===== src/rtl/ide_buffer_loader.sv =====
// rtl/ide_buffer_loader.sv - sector fill engine and CPU-priority arbiter for the IDE buffer SRAM port
// Streams source bytes into the IDE data buffer, then arms iopos/iotarget/iocontrol.
module ide_buffer_loader #(
  parameter logic [3:0] IOCONTROL_REG = 4'h2,
  parameter logic [3:0] IOPOS_REG     = 4'h3,
  parameter logic [3:0] IOTARGET_REG  = 4'h5
) (
  input  logic       clk,
  input  logic       rst,
  input  logic [9:0] cpu_a,
  input  logic [7:0] cpu_d_in,
  output logic [7:0] cpu_d_out,
  input  logic       cpu_cs,
  input  logic       cpu_oe,
  input  logic       cpu_we,
  output logic       cpu_wait,
  output logic [9:0] ide_a,
  output logic [7:0] ide_d_out,
  input  logic [7:0] ide_d_in,
  output logic       ide_cs,
  output logic       ide_oe,
  output logic       ide_we,
  input  logic       ide_wait,
  input  logic [7:0] src_data,
  input  logic       src_valid,
  output logic       src_ready,
  input  logic       start,
  input  logic       abort,
  input  logic [7:0] len_words,
  input  logic [7:0] iocontrol_val,
  output logic       busy,
  output logic       done
);

  localparam logic [2:0] S_IDLE    = 3'd0;
  localparam logic [2:0] S_PREP    = 3'd1;
  localparam logic [2:0] S_FILL    = 3'd2;
  localparam logic [2:0] S_ARM_POS = 3'd3;
  localparam logic [2:0] S_ARM_TGT = 3'd4;
  localparam logic [2:0] S_ARM_CTL = 3'd5;

  logic [2:0] state;
  logic [8:0] byte_cnt;
  logic [7:0] len;
  logic [7:0] ctl_val;
  logic [9:0] eng_a;
  logic [7:0] eng_d;
  logic       eng_wr;
  logic       accept;
  logic       reg_state;

  always_comb begin
    eng_a = 10'h000;
    eng_d = 8'h00;
    case (state)
      S_PREP:    eng_a = {6'b0, IOCONTROL_REG};
      S_FILL:    begin eng_a = {1'b1, byte_cnt}; eng_d = src_data; end
      S_ARM_POS: eng_a = {6'b0, IOPOS_REG};
      S_ARM_TGT: begin eng_a = {6'b0, IOTARGET_REG}; eng_d = len; end
      S_ARM_CTL: begin eng_a = {6'b0, IOCONTROL_REG}; eng_d = ctl_val; end
      default:   eng_a = 10'h000;
    endcase
  end

  // Register writes retry every cycle until the CPU leaves the port; an abort drops the pending write.
  assign reg_state = (state == S_PREP) || (state == S_ARM_POS) ||
                     (state == S_ARM_TGT) || (state == S_ARM_CTL);
  assign src_ready = (state == S_FILL) && !cpu_cs;
  assign accept    = src_ready && src_valid;
  assign eng_wr    = !cpu_cs && !abort && (reg_state || ((state == S_FILL) && src_valid));
  assign done      = (state == S_ARM_CTL) && eng_wr;
  assign busy      = (state != S_IDLE);

  assign ide_a     = cpu_cs ? cpu_a    : eng_a;
  assign ide_d_out = cpu_cs ? cpu_d_in : eng_d;
  assign ide_cs    = cpu_cs ? 1'b1     : eng_wr;
  assign ide_oe    = cpu_cs ? cpu_oe   : 1'b0;
  assign ide_we    = cpu_cs ? cpu_we   : eng_wr;
  assign cpu_d_out = ide_d_in;
  assign cpu_wait  = cpu_cs && ide_wait;

  always_ff @(posedge clk or posedge rst) begin
    if (rst) begin
      state    <= S_IDLE;
      byte_cnt <= 9'd0;
      len      <= 8'h00;
      ctl_val  <= 8'h00;
    end else if (abort && state != S_IDLE) begin
      state <= S_IDLE;
    end else begin
      case (state)
        S_IDLE: if (start) begin
          len      <= len_words;
          ctl_val  <= iocontrol_val;
          byte_cnt <= 9'd0;
          state    <= S_PREP;
        end
        S_PREP:    if (eng_wr) state <= S_FILL;
        S_FILL: if (accept) begin
          byte_cnt <= byte_cnt + 9'd1;
          if (byte_cnt == {len, 1'b1}) state <= S_ARM_POS;
        end
        S_ARM_POS: if (eng_wr) state <= S_ARM_TGT;
        S_ARM_TGT: if (eng_wr) state <= S_ARM_CTL;
        S_ARM_CTL: if (eng_wr) state <= S_IDLE;
        default:   state <= S_IDLE;
      endcase
    end
  end

endmodule


===== config.mk =====
export PLATFORM = sky130hd
export DESIGN_NAME = ide_buffer_loader
export DESIGN_NICKNAME = d
export VERILOG_FILES = /design/src/rtl/ide_buffer_loader.sv
export SDC_FILE = /design/constraint.sdc
export NUM_CORES = 1
export LEC_CHECK = 0
export ABC_AREA = 0
export BUFFER_PORTS_ARGS = -buffer_cell sky130_fd_sc_hd__buf_2
export CORE_UTILIZATION = 47
export CTS_BUF_LIST = sky130_fd_sc_hd__clkbuf_4 sky130_fd_sc_hd__clkbuf_8 sky130_fd_sc_hd__clkbuf_16
export DETAILED_ROUTE_END_ITERATION = 6
export MAX_ROUTING_LAYER = met4
export PLACE_DENSITY = 0.78
export SLEW_MARGIN = 20
export SYNTH_ARGS = -nofsm -noshare
export SYNTH_HDL_FRONTEND = slang
export SYNTH_SLANG_ARGS = --single-unit

===== constraint.sdc =====
create_clock -name clk -period 2.6 [get_ports clk]
set_input_delay 0.26 -clock clk [delete_from_list [all_inputs] [get_ports clk]]
set_output_delay 0.26 -clock clk [all_outputs]
set_load 0.02 [all_outputs]

# Word-level counts from Yosys, hierarchy flattened
# Cells that the tools add are included.
[classes]
add_sub_neg = 1
eq_ne = 15
n_mux = 19
bitwise = 1
reduce_logical = 21
[ops]
columns = ["cell", "n"]
rows = [
  ["case mux 10 bit (4 select lines)", 1],
  ["two-way mux 3 bit", 8],
  ["case mux 8 bit (3 select lines)", 1],
  ["two-way mux 9 bit", 2],
  ["case mux 3 bit (6 select lines)", 1],
  ["case mux 9 bit (2 select lines)", 1],
  ["inequality test 3 x 2 -> 1 bit, second input constant", 5],
  ["two-way mux 10 bit", 1],
  ["adder 9 x 1 -> 9 bit, second input constant", 1],
  ["== test 9 bit", 1],
  ["logical AND 1 bit", 8],
  ["two-way mux 8 bit", 1],
  ["AND reduction 7 bit", 1],
  ["== test 3 x 2 -> 1 bit, second input constant", 2],
  ["== test 3 bit, second input constant", 2],
  ["logical OR 1 bit", 4],
  ["inequality test 2 bit, second input constant", 2],
  ["AND reduction 4 bit", 1],
  ["== test 3 x 1 -> 1 bit, second input constant", 1],
  ["zero test 3 bit", 1],
  ["two-way mux 1 bit", 3],
  ["inequality test 3 x 1 -> 1 bit, second input constant", 1],
  ["inequality test 3 bit, second input constant", 1],
  ["AND reduction 3 bit", 1],
  ["other kinds (5)", 6],
]
[totals]
register_bits = 28
out_inout_bits = 33
elab_cells = 61

# Depth between registers and ports, before layout
# Gate-level depths: netlist of run 1.
[depth]
ltp_word = 9
mapped_depth = 7
ltp_nobuf = 5

# Worst setup path before layout of run 1
# Ideal clock, no wire load.
[synth_timing]
path_kind = "flip-flop to output port"
from = "register state[2]"
to = "output ide_a[2]"
t_arrival_ns = 1.809
path_slack_ns = 0.531
stages_incl_launch_ff = 6
path_buffers = 2
path_cell_list = "dfrtp_1 clkbuf_1 nor2b_1 clkbuf_1 a21oi_1 o31ai_1"
[synth_via]
elab_chain_len = 4
word_cells_on_any_way = 8
classes_between = "eq/ne (5); mux (2); reduce/logical (1)"
[synth_lines]
columns = ["element", "line_no", "rtl"]
rows = [
  ["from (decl)", "42", "logic [2:0] state;"],
  ["from (signal assigned)", "84", "state <= S_IDLE;"],
  ["from (signal assigned)", "89", "state <= S_IDLE;"],
  ["from (signal assigned)", "96", "state <= S_PREP;"],
  ["== test 3 x 1 -> 1 bit or == test 3 bit (tied branches)", "55", "case (state)"],
  ["OR reduction 2 bit (no line)", "--", ""],
  ["case mux 10 bit (4 select lines) *", "55", ""],
  ["two-way mux 10 bit *", "74", "assign ide_a = cpu_cs ? cpu_a : eng_a;"],
  ["to (decl)", "17", "output logic [9:0] ide_a,"],
]
# Every way passes the cells marked *; elsewhere a longest branch is shown, timed or not.

# Worst setup path after layout of run 1
[layout_timing]
from = "register state[0]"
to = "output ide_d_out[6]"
[layout_via]
elab_chain_len = 3
word_cells_on_any_way = 5
classes_between = "eq/ne (3); mux (2)"
[layout_lines]
columns = ["element", "line_no", "rtl"]
rows = [
  ["== test 3 bit or == test 3 x 2 -> 1 bit (tied branches)", "55", ""],
  ["case mux 8 bit (3 select lines) *", "55", ""],
  ["two-way mux 8 bit *", "75", "assign ide_d_out = cpu_cs ? cpu_d_in : eng_d;"],
  ["to (decl)", "18", "output logic [7:0] ide_d_out,"],
]
# Marks and branches as above.

==> flow_metrics.py, run 1 <==
metrics = {
    "clock_tree": {
        "cts_tree": "done",
        "clockRootBuffer": "clkbuf_8",
        "cts_setup_buffers": 0,
        "cts_made_buffers": 3,
        "cts.clk_slew.worst_paths_ns": 0.09,
        "worstSkewPairLatency_ns": 0.28,
        "ctsHoldBuffers": 0,
        "htreeDepth": 1,
        "cts-resized-gates": 0,
        "cts_num_sinks": 28,
        "clock_path_buffers": 2,
    },
    "global_routing": {
        "grt_pass1_vias": 1596,
        "grt_start_max_net_pins": 46,
        "overflow": 0,
        "grtUsageTotal_pct": 22.6,
        "grt_pass1_wl_mm": 7.24,
        "antenna_found_initial": 0,
    },
    "routing": {
        "drt-vias-per-instance": 5.42,
        "drt_first_pass_iters": 4,
        "drc": 0,
        "drtIter0Drc": 76,
        "wire_per_inst_um": 13.6,
        "vias": 1740,
        "ant_nets": 0,
        "routed_wl_mm": 4.38,
    },
    "placed_design": {
        "place_area_um2": 2280,
        "place_congestion": 0.875,
        "portBuffers": 75,
        "hpwl_mm": 3.38,
    },
    "sta": {
        "rsz0062_at_grt": "no",
        "clock.fmax_mhz": 438,
        "slew_violations": 0,
        "finalSetupViolCount": 0,
        "skew_ns": 0.00379,
        "fin_tns_setup_ns": 0,
        "min_period_ns": 2.28,
        "timing.final.crit_share_pct": 87.8,
        "tightest_slew_ns": 0.595,
        "finalHoldViolCount": 0,
        "relSlewSlack_pct": 60.1,
    },
    "layout": {
        "fin_nets": 334,
        "area_growth_pct": 21.3,
        "antenna_cells": 0,
        "multi_input_comb_area_um2": 1050,
        "nFillCells": 351,
        "fin_area_um2": 2340,
        "seq_area_um2": 701,
        "drive_gt1_share_pct": 42.5,
    },
    "logic_synthesis": {
        "yosys_warnings": 0,
        "synthesis.nets": 271,
        "netlist_area_um2": 1930,
        "synth_seq_cells": 28,
        "avgSynthCellArea_um2": 9.14,
        "synth.distinct_cells": 41,
        "synthCells": 211,
        "yosysSeqAreaShare_pct": 36.3,
    },
    "status": {
        "status": "finished, final reports clean",
    },
    "power": {
        "total_leakage_power_nw": 1.13,
        "cellPowerDensity_nw_per_um2": 731,
        "vdd_drop_max_v": 0.000531,
    },
    "run": {
        "maxCapViolCount": 0,
    },
    "floorplan": {
        "ios": 92,
        "die_w_um": 66.1,
        "core_um2": 3800,
        "initial_core_util_pct": 50.8,
        "rows": 22,
        "die_h_um": 66.1,
        "design.die.area_um2": 4360,
    },
    "worst_setup_path": {
        "critical_path.startpoint_type": "flip-flop",
        "crit_path_end_kind": "output pin",
        "critPathRequiredTime_ns": 2.34,
        "critPathMaxFanout": 14,
        "cp_data_arrival_time_ns": 2.02,
        "path_class": "flip-flop to output pin",
    },
    "min_path": {
        "hp-class": "primary input to asynchronous set/reset pin",
    },
}
[cells by family after synthesis]
logic type,Yosys count,share of synthesized area [%]
AO/OA/AOI/OAI,46,15.1
XOR/XNOR,13,5.91
adder cells (fa/ha/maj),1,0.649
buffers and inverters,36,9.67
flip-flops,28,36.3
multiplexers,26,15.1
AND/OR/NAND/NOR,61,17.2
[critical path: stages, from the launching register on]
cell and delay (ns):
dfrtp_1 0.55, buf_4 0.29, mux2_2 0.36, a221oi_1 0.27
a21oi_1 0.08, buf_2 0.17
[flip-flops by register name, summed over array words and instances (netlist names)]
name and count:
len 8, state 3, ctl_val 8, byte_cnt 9
[final timing paths]
kind | cells after the start | slack, ns | from | endpoint
worst min-delay path | 3 | 0.02 | rst | ctl_val[3]$_DFFE_PP0P_
worst max register to register | 5 | 0.53 | state[2]$_DFFE_PP0P_ | byte_cnt[7]$_DFFE_PP0P_
max in group asynchronous | 3 | 2.32 | rst | byte_cnt[2]$_DFFE_PP0P_
worst max-delay path | 5 | 0.32 | state[0]$_DFFE_PP0P_ | ide_d_out[6]
min in group clk | 2 | 0.19 | len_words[0] | len[0]$_DFFE_PP0P_
worst min register to register | 1 | 0.52 | ctl_val[7]$_DFFE_PP0P_ | ctl_val[7]$_DFFE_PP0P_
[stage by stage]
stage | setup slack (ns) | power (mW) | hold slack (ns) | utilization [%] | cells
3_5_place_dp | 0.571 | 1.45 | 0.340 | 60.1 | 317
5_1_grt | 0.166 | 1.83 | 0.0597 | 61.6 | 321
2_1_floorplan | 0.531 | 1.26 | 0.325 | - | 211
3_3_place_gp | 0.593 | 1.42 | 0.337 | 60.1 | 317
6_report | 0.318 | 1.71 | 0.0247 | 61.6 | 321
4_1_cts | 0.326 | 1.72 | 0.0322 | 61.6 | 321
[final cells by class]
type                    count  area share, %
repair buffers             82           18.3
well taps                  48           2.57
inverters                  12           2.14
multi-input cells         147           44.7
clock buffers               4           2.35
flip-flops and latches     28           29.9
[synth_stat cells]
library cell | instances | area (µm²)
dfrtp_1 | 28 | 701
mux2_2 | 24 | 270
nand2_1 | 22 | 82.6
a21oi_1 | 16 | 80.1
clkbuf_1 | 13 | 48.8
o21ai_0 | 13 | 65.1
inv_1 | 11 | 41.3
a221oi_1 | 8 | 70.1
buf_4 | 8 | 60.1
nor2_1 | 8 | 30.0
xnor2_1 | 7 | 61.3
xor2_1 | 6 | 52.6
nor3_1 | 5 | 25.0
nand3_1 | 3 | 15.0
nand4_1 | 3 | 18.8
nor2b_1 | 3 | 18.8
or3_1 | 3 | 18.8
a21o_1 | 2 | 15.0
and2_1 | 2 | 12.5
buf_6 | 2 | 22.5
nand2b_1 | 2 | 12.5
nor4_1 | 2 | 12.5
o31ai_1 | 2 | 15.0
a211oi_1 | 1 | 7.51
a21oi_4 | 1 | 16.3
a31oi_1 | 1 | 6.26
and3_1 | 1 | 6.26
and4_1 | 1 | 8.76
buf_2 | 1 | 5.00
ha_1 | 1 | 12.5
inv_6 | 1 | 8.76
mux2_1 | 1 | 11.3
mux2i_1 | 1 | 10.0
nand3b_1 | 1 | 7.51
nor3b_1 | 1 | 7.51
nor4b_4 | 1 | 23.8
o2111ai_1 | 1 | 8.76
o211ai_1 | 1 | 7.51
or4_1 | 1 | 7.51
or4b_2 | 1 | 10.0
or4b_4 | 1 | 13.8
[where the power goes]
| part | internal [mW] | switching, mW |
|---|---|---|
| clock | 0.136 | 0.138 |
| sequential | 0.575 | 0.137 |
| combinational | 0.384 | 0.340 |
[metal layers]
metal | GRT usage, % | routed length, µm | vias to the layer above | part of all wire (%)
met4 | 8.78 | 66 | 0 | 1.5
met2 | 35.5 | 1990 | 86 | 45
met1 | 29.4 | 1990 | 789 | 45
met3 | 3.28 | 332 | 7 | 7.6
li1 | - | - | 858 | -
met5 | - | 0 | - | 0
[cells in the final DEF, fill, tap and decap left out, types with 5 or more instances in the layout]
master / instances
buf_2: 75
dfrtp_1: 28
mux2_2: 24
nand2_1: 22
a21oi_1: 16
o21ai_0: 13
inv_1: 11
nor2_1: 8
a221oi_1: 8
xnor2_1: 7
buf_4: 7
xor2_1: 6
nor3_1: 5
No activity file was read; power rests on OpenSTA's default activity.
==> inputs of run 2 (changes only) <==
--- a/config.mk
+++ b/config.mk
@@ -6,12 +6,12 @@
 export NUM_CORES = 1
 export LEC_CHECK = 0
 export ABC_AREA = 0
-export BUFFER_PORTS_ARGS = -buffer_cell sky130_fd_sc_hd__buf_2
-export CORE_UTILIZATION = 47
+export CORE_UTILIZATION = 49
 export CTS_BUF_LIST = sky130_fd_sc_hd__clkbuf_4 sky130_fd_sc_hd__clkbuf_8 sky130_fd_sc_hd__clkbuf_16
 export DETAILED_ROUTE_END_ITERATION = 6
+export DONT_BUFFER_PORTS = 1
 export MAX_ROUTING_LAYER = met4
-export PLACE_DENSITY = 0.78
+export PLACE_DENSITY = 0.61
 export SLEW_MARGIN = 20
 export SYNTH_ARGS = -nofsm -noshare
 export SYNTH_HDL_FRONTEND = slang
==> flow_metrics.py, run 2 (synthesis gave the netlist of run 1 again) <==
metrics = {
    "status": {
        "status": "finished, final reports clean",
    },
    "floorplan": {
        "ios": 92,
        "die_h_um": 64.7,
        "rows": 22,
        "die_w_um": 64.7,
        "initial_core_util_pct": 51.9,
        "design.die.area_um2": 4190,
        "core_um2": 3720,
    },
    "sta": {
        "clock.fmax_mhz": 481,
        "rsz0062_at_grt": "no",
        "fin_tns_setup_ns": 0,
        "slew_violations": 0,
        "skew_ns": 0.00748,
        "relSlewSlack_pct": 76.7,
        "min_period_ns": 2.08,
        "finalHoldViolCount": 0,
        "finalSetupViolCount": 0,
        "tightest_slew_ns": 0.350,
        "timing.final.crit_share_pct": 79.9,
        "fin_ws_ns": 0.522,
    },
    "layout": {
        "layout_commonest_cell": "dfrtp_1",
        "final_cell_mix": "28 x dfrtp_1, 25 x buf_4, 24 x mux2_2",
        "stdcell_count": 265,
        "multi_input_comb_area_um2": 1050,
        "max_flop_register": "byte_cnt",
        "seq_area_um2": 701,
        "drive_gt1_share_pct": 27.2,
        "nFillCells": 332,
        "largest_reg_flops": 9,
        "area_growth_pct": 10.3,
        "antenna_cells": 0,
        "fin_nets": 278,
        "top_regs": "byte_cnt (9), ctl_val (8), len (8)",
    },
    "global_routing": {
        "grtUsageTotal_pct": 22.7,
        "grt_start_max_net_pins": 47,
        "overflow": 0,
        "grt_pass1_wl_mm": 7.10,
        "antenna_found_initial": 0,
        "grt_pass1_vias": 1526,
    },
    "power": {
        "pwr-share-clk_pct": 19.5,
        "netSwitchingFraction_pct": 34.4,
        "switchingPower_uw": 603,
        "vdd_drop_max_v": 0.000468,
        "p_int_mw": 1.15,
        "seqPwrFrac_pct": 39.2,
        "pwr-share-comb_pct": 41.3,
        "cellPowerDensity_nw_per_um2": 826,
        "total_leakage_power_nw": 0.922,
    },
    "routing": {
        "drt-vias-per-instance": 5.90,
        "drt_first_pass_iters": 4,
        "drc": 0,
        "drtIter0Drc": 92,
        "wire_per_inst_um": 17.0,
        "vias": 1564,
        "ant_nets": 0,
        "routed_wl_mm": 4.51,
    },
    "run": {
        "maxCapViolCount": 0,
    },
    "clock_tree": {
        "worstSkewPairLatency_ns": 0.28,
        "cts_made_buffers": 3,
        "clockRootBuffer": "clkbuf_8",
        "htreeDepth": 1,
        "cts_tree": "done",
        "cts.clk_slew.worst_paths_ns": 0.10,
        "clock_path_buffers": 2,
        "cts_num_sinks": 28,
        "cts-resized-gates": 0,
    },
    "placed_design": {
        "place_inst": 260,
        "portBuffers": 0,
        "hpwl_mm": 3.47,
        "place_congestion": 0.871,
        "pre_cts_ws_ns": 0.692,
    },
    "worst_setup_path": {
        "path_cells": "buf_4 > mux2_2 > a221oi_1 > a21oi_1 > buf_4",
        "slowest_delay_ns": 0.38,
        "crit_path_top_delay_cell": "mux2_2",
        "critPathRequiredTime_ns": 2.34,
        "critPathMaxFanout": 21,
        "crit_path_end_kind": "output pin",
        "crit_top_cell": "buf_4",
        "critical_path.startpoint_type": "flip-flop",
        "path_class": "flip-flop to output pin",
        "cp_data_arrival_time_ns": 1.82,
    },
    "min_path": {
        "hp-class": "primary input to flip-flop",
    },
}
run 2: cell types whose count changed in the layout (fill, tap and decap cells not counted), sizes merged:
cell / before / now
buf: 82 / 25
bufinv: 0 / 1
clkbuf: 4 / 3
dlygate4sd3: 0 / 1
run 2: per-stage QoR:
stage / instance area [µm²] / hold WS (ns) / power (mW) / util (%)
6_report: 2130 / 0.0543 / 1.76 / 57.2
5_1_grt: 2130 / 0.0393 / 1.86 / 57.2
4_1_cts: 2130 / 0.0526 / 1.76 / 57.2
3_5_place_dp: 2040 / 0.241 / 1.42 / 55.0
3_3_place_gp: 2040 / 0.229 / 1.39 / 55.0
2_1_floorplan: 1930 / 0.325 / 1.26 / -
run 2: area by class of cell:
class,count,share of cell area [%]
clock buffer,3,1.94
clock inverter,1,1.41
inverter,12,2.35
multi-input combinational,147,49.2
sequential,28,33.0
tap,48,2.83
timing repair buffer,26,9.30
run 2: worst paths after layout:
path / from / to / slack, ns / cells after the start
max: state[0]$_DFFE_PP0P_ / ide_d_out[3] / 0.52 / 5
min: abort / state[1]$_DFFE_PP0P_ / 0.05 / 1
max reg2reg: state[0]$_DFFE_PP0P_ / byte_cnt[7]$_DFFE_PP0P_ / 0.68 / 5
min reg2reg: ctl_val[2]$_DFFE_PP0P_ / ctl_val[2]$_DFFE_PP0P_ / 0.51 / 1
max in group asynchronous: rst / ctl_val[7]$_DFFE_PP0P_ / 1.85 / 3
min in group asynchronous: rst / len[2]$_DFFE_PP0P_ / 0.48 / 3
run 2: layer usage:
layer  vias up  routed length, µm  share of wire (%)  global-route usage [%]
li1        746                  -                  -                       -
met1       722               1950                 43                    28.7
met2        90               2160                 48                    37.8
met3         6                365                8.1                    3.17
met4         0                 41               0.91                    6.39
met5         -                  0                  0                       -
run 2: timing repair:
| action | 4_1_cts | 5_1_grt |
|---|---|---|
| hold endpoints to repair | 28 | 0 |
| hold buffers | 1 | 0 |
| buffers inserted | 0 | 0 |
run 2: worst max-delay path, delay by kind of cell (launching register included):
| family | cells | cell delay [ns] |
|---|---|---|
| buffers and inverters | 2 | 0.44 |
| muxes | 1 | 0.38 |
| AOI/OAI and AO/OA | 2 | 0.38 |
| DFF | 1 | 0.36 |
run 2: power by group through the flow:
stage          registers [mW]  logic, mW  clock network [mW]
4_1_cts                 0.688      0.727               0.347
5_1_grt                 0.709      0.782               0.371
3_3_place_gp            0.688      0.702                   0
3_5_place_dp            0.699      0.721                   0
6_report                0.688      0.725               0.342
2_1_floorplan           0.662      0.595                   0
==> inputs of run 3 (changes only) <==
--- a/config.mk
+++ b/config.mk
@@ -5,13 +5,13 @@
 export SDC_FILE = /design/constraint.sdc
 export NUM_CORES = 1
 export LEC_CHECK = 0
-export ABC_AREA = 0
+export ABC_AREA = 1
 export CORE_UTILIZATION = 49
 export CTS_BUF_LIST = sky130_fd_sc_hd__clkbuf_4 sky130_fd_sc_hd__clkbuf_8 sky130_fd_sc_hd__clkbuf_16
 export DETAILED_ROUTE_END_ITERATION = 6
 export DONT_BUFFER_PORTS = 1
 export MAX_ROUTING_LAYER = met4
-export PLACE_DENSITY = 0.61
+export PLACE_DENSITY = 0.63
 export SLEW_MARGIN = 20
 export SYNTH_ARGS = -nofsm -noshare
 export SYNTH_HDL_FRONTEND = slang
==> constraint.sdc (replaced) <==
create_clock -name clk -period 1.7 [get_ports clk]
set_input_delay 0.17 -clock clk [delete_from_list [all_inputs] [get_ports clk]]
set_output_delay 0.17 -clock clk [all_outputs]
set_load 0.02 [all_outputs]
==> flow_metrics.py, run 3 <==
metrics = {
    "min_path": {
        "hp-class": "primary input to flip-flop",
        "hold_path_end": "ctl_val[7]$_DFFE_PP0P_",
        "holdPathStages": 2,
        "holdCritStartpoint": "iocontrol_val[7]",
    },
    "global_routing": {
        "antenna_found_initial": 0,
        "grtUsageTotal_pct": 26.0,
        "overflow": 0,
        "grt_start_max_net_pins": 35,
        "grt_pass1_vias": 1754,
        "grt_pass1_wl_mm": 8.36,
    },
    "placed_design": {
        "portBuffers": 0,
        "hpwl_mm": 3.82,
        "place_congestion": 0.874,
    },
    "logic_synthesis": {
        "yosysSeqAreaShare_pct": 33.4,
        "async_flop_share_pct": 100,
        "yosys.area.top_type_share_pct": 33.4,
        "synth.distinct_cells": 37,
        "netlist_area_um2": 2100,
        "synth_seq_cells": 28,
        "synth_top_flop_cell": "dfrtp_1",
        "synthCells": 303,
        "synthTopCellsByArea": "dfrtp_1 33%, nand2_1 22%, o21ai_0 6.4%",
        "synth_common_cells": "123 x nand2_1, 29 x inv_1, 28 x dfrtp_1",
        "synth_edf_count": 0,
        "yosys_warnings": 0,
        "avgSynthCellArea_um2": 6.93,
        "yosysMostFrequentCell": "nand2_1",
        "post-synth-top-area-cell": "dfrtp_1",
        "synthesis.nets": 363,
    },
    "layout": {
        "finish.utilization_pct": 63.6,
        "top_regs": "byte_cnt (9), ctl_val (8), len (8)",
        "multi_input_comb_area_um2": 1240,
        "fin_nets": 397,
        "layout_commonest_cell": "nand2_1",
        "drive_gt1_share_pct": 29.0,
        "nFillCells": 386,
        "antenna_cells": 0,
        "largest_reg_flops": 9,
        "max_flop_register": "byte_cnt",
        "seq_area_um2": 704,
        "final_cell_mix": "115 x nand2_1, 34 x buf_4, 25 x inv_1, 25 x dfrtp_1, 13 x o21ai_1",
        "area_growth_pct": 22.8,
    },
    "power": {
        "total_leakage_power_nw": 1.26,
        "cellPowerDensity_nw_per_um2": 1470,
        "vdd_drop_max_v": 0.000677,
    },
    "sta": {
        "tightest_slew_ns": 0.376,
        "clock.fmax_mhz": 576,
        "finalSetupViolCount": 6,
        "relSlewSlack_pct": 74.9,
        "skew_ns": 0.00115,
        "slew_violations": 0,
        "fin_tns_setup_ns": -0.112,
        "fin_ws_ns": -0.0372,
        "finalHoldViolCount": 0,
        "timing.final.crit_share_pct": 102,
        "min_period_ns": 1.74,
        "rsz0062_at_grt": "yes",
    },
    "worst_setup_path": {
        "rrSetupSlack_ns": 0.06,
        "path_class": "flip-flop to output pin",
        "path_buf_inv": 3,
        "critical_path.startpoint_type": "flip-flop",
        "path_cells": "inv_6 > buf_12 > nor2_4 > nand2_1 > o21ai_1 > a21oi_1 > o21ai_1 > buf_4",
        "cp_data_arrival_time_ns": 1.57,
        "crit_family": "flip-flops",
        "ff2ff_path_depth": 9,
        "crit_path_top_delay_cell": "dfrtp_2",
        "crit_top_cell": "o21ai_1",
        "critPathRequiredTime_ns": 1.53,
        "crit_path_end_kind": "output pin",
        "cp-startpoint": "state[2]$_DFFE_PP0P_",
        "slowest_delay_ns": 0.44,
        "r2r_start": "state[2]$_DFFE_PP0P_",
        "r2r-end": "state[1]$_DFFE_PP0P_",
        "critPathMaxFanout": 5,
    },
    "routing": {
        "wire_per_inst_um": 14.3,
        "drt-vias-per-instance": 5.31,
        "ant_nets": 0,
        "drtIter0Drc": 116,
        "drt_first_pass_iters": 4,
        "drc": 0,
        "vias": 2045,
        "routed_wl_mm": 5.51,
    },
    "status": {
        "failed_checks": "setup timing",
        "status": "finished, violations left",
    },
    "floorplan": {
        "die_h_um": 67.5,
        "initial_core_util_pct": 51.7,
        "ios": 92,
        "design.die.area_um2": 4550,
        "rows": 23,
        "core_um2": 4060,
        "die_w_um": 67.5,
    },
    "clock_tree": {
        "htreeDepth": 1,
        "clock_path_buffers": 2,
        "cts.clk_slew.worst_paths_ns": 0.09,
        "cts_tree": "done",
        "cts_made_buffers": 3,
        "cts_num_sinks": 28,
        "worstSkewPairLatency_ns": 0.27,
        "clockRootBuffer": "clkbuf_8",
    },
    "run": {
        "maxCapViolCount": 0,
    },
}
run 3: cell count changes after synthesis, sizes merged, moves of 4 or more:
cell	change
o21ai	+23
clkbuf	-9
inv	+22
mux2	-25
nand3	+11
xnor2	-7
a21oi	-6
nand2	+107
nor2	+6
a221oi	-8
xor2	-4
run 3: timing repair:
action,4_1_cts,5_1_grt
endpoints found under the setup margin,19,20
buffers inserted,12,2
hold buffers,6,0
pin swaps,3,7
gates cloned,2,0
gates resized for setup,25,32
endpoints found under the hold margin,33,0
run 3: cell families after synthesis:
logic type	Yosys count	share of synthesized area, %
compound gates	53	15.0
flops	28	33.4
buf+inv	52	13.1
xor+xnor	2	0.834
simple gates	167	37.1
fa+ha+maj	1	0.596
run 3: through the flow:
stage          power (mW)  worst slack (ns)  std cells  hold slack (ns)  area [µm²]
3_5_place_dp         2.82            0.0521        360            0.155        2210
2_1_floorplan        2.50          -0.00468        303            0.235        2100
5_1_grt              4.05            -0.120        385         0.000598        2580
4_1_cts              3.60           -0.0269        383          0.00482        2490
3_3_place_gp         2.79            0.0969        360            0.155        2210
6_report             3.78           -0.0372        385          0.00799        2580
run 3: worst max path at each step:
| stage | to | cells past startpoint |
|---|---|---|
| floorplan | ide_a[3] | 5 |
| global placement | ide_d_out[3] | 8 |
| detailed placement | ide_d_out[3] | 8 |
| CTS | ide_d_out[3] | 6 |
| global route | ide_d_out[1] | 8 |
| finish | ide_d_out[1] | 8 |
run 3: per-layer routing:
metal / routed length [µm] / GRT usage, %
met5: 0 / -
met4: 81 / 8.51
met3: 275 / 2.36
met2: 2680 / 41.4
met1: 2480 / 34.7
run 3: area by class of cell:
| type | instances | share of cell area (%) |
|---|---|---|
| repair buffers | 45 | 14.8 |
| well taps | 50 | 2.43 |
| clock buffers | 3 | 1.60 |
| flip-flops and latches | 28 | 27.3 |
| inverters | 34 | 5.92 |
| multi-input cells | 225 | 48.0 |
run 3: where the power goes:
part	leakage, nW	total (mW)	switching [mW]	internal (mW)
combinational	0.885	2.31	1.42	0.887
clock	0.0216	0.365	0.206	0.159
sequential	0.358	1.10	0.201	0.901
total	1.26	3.78	1.83	1.95
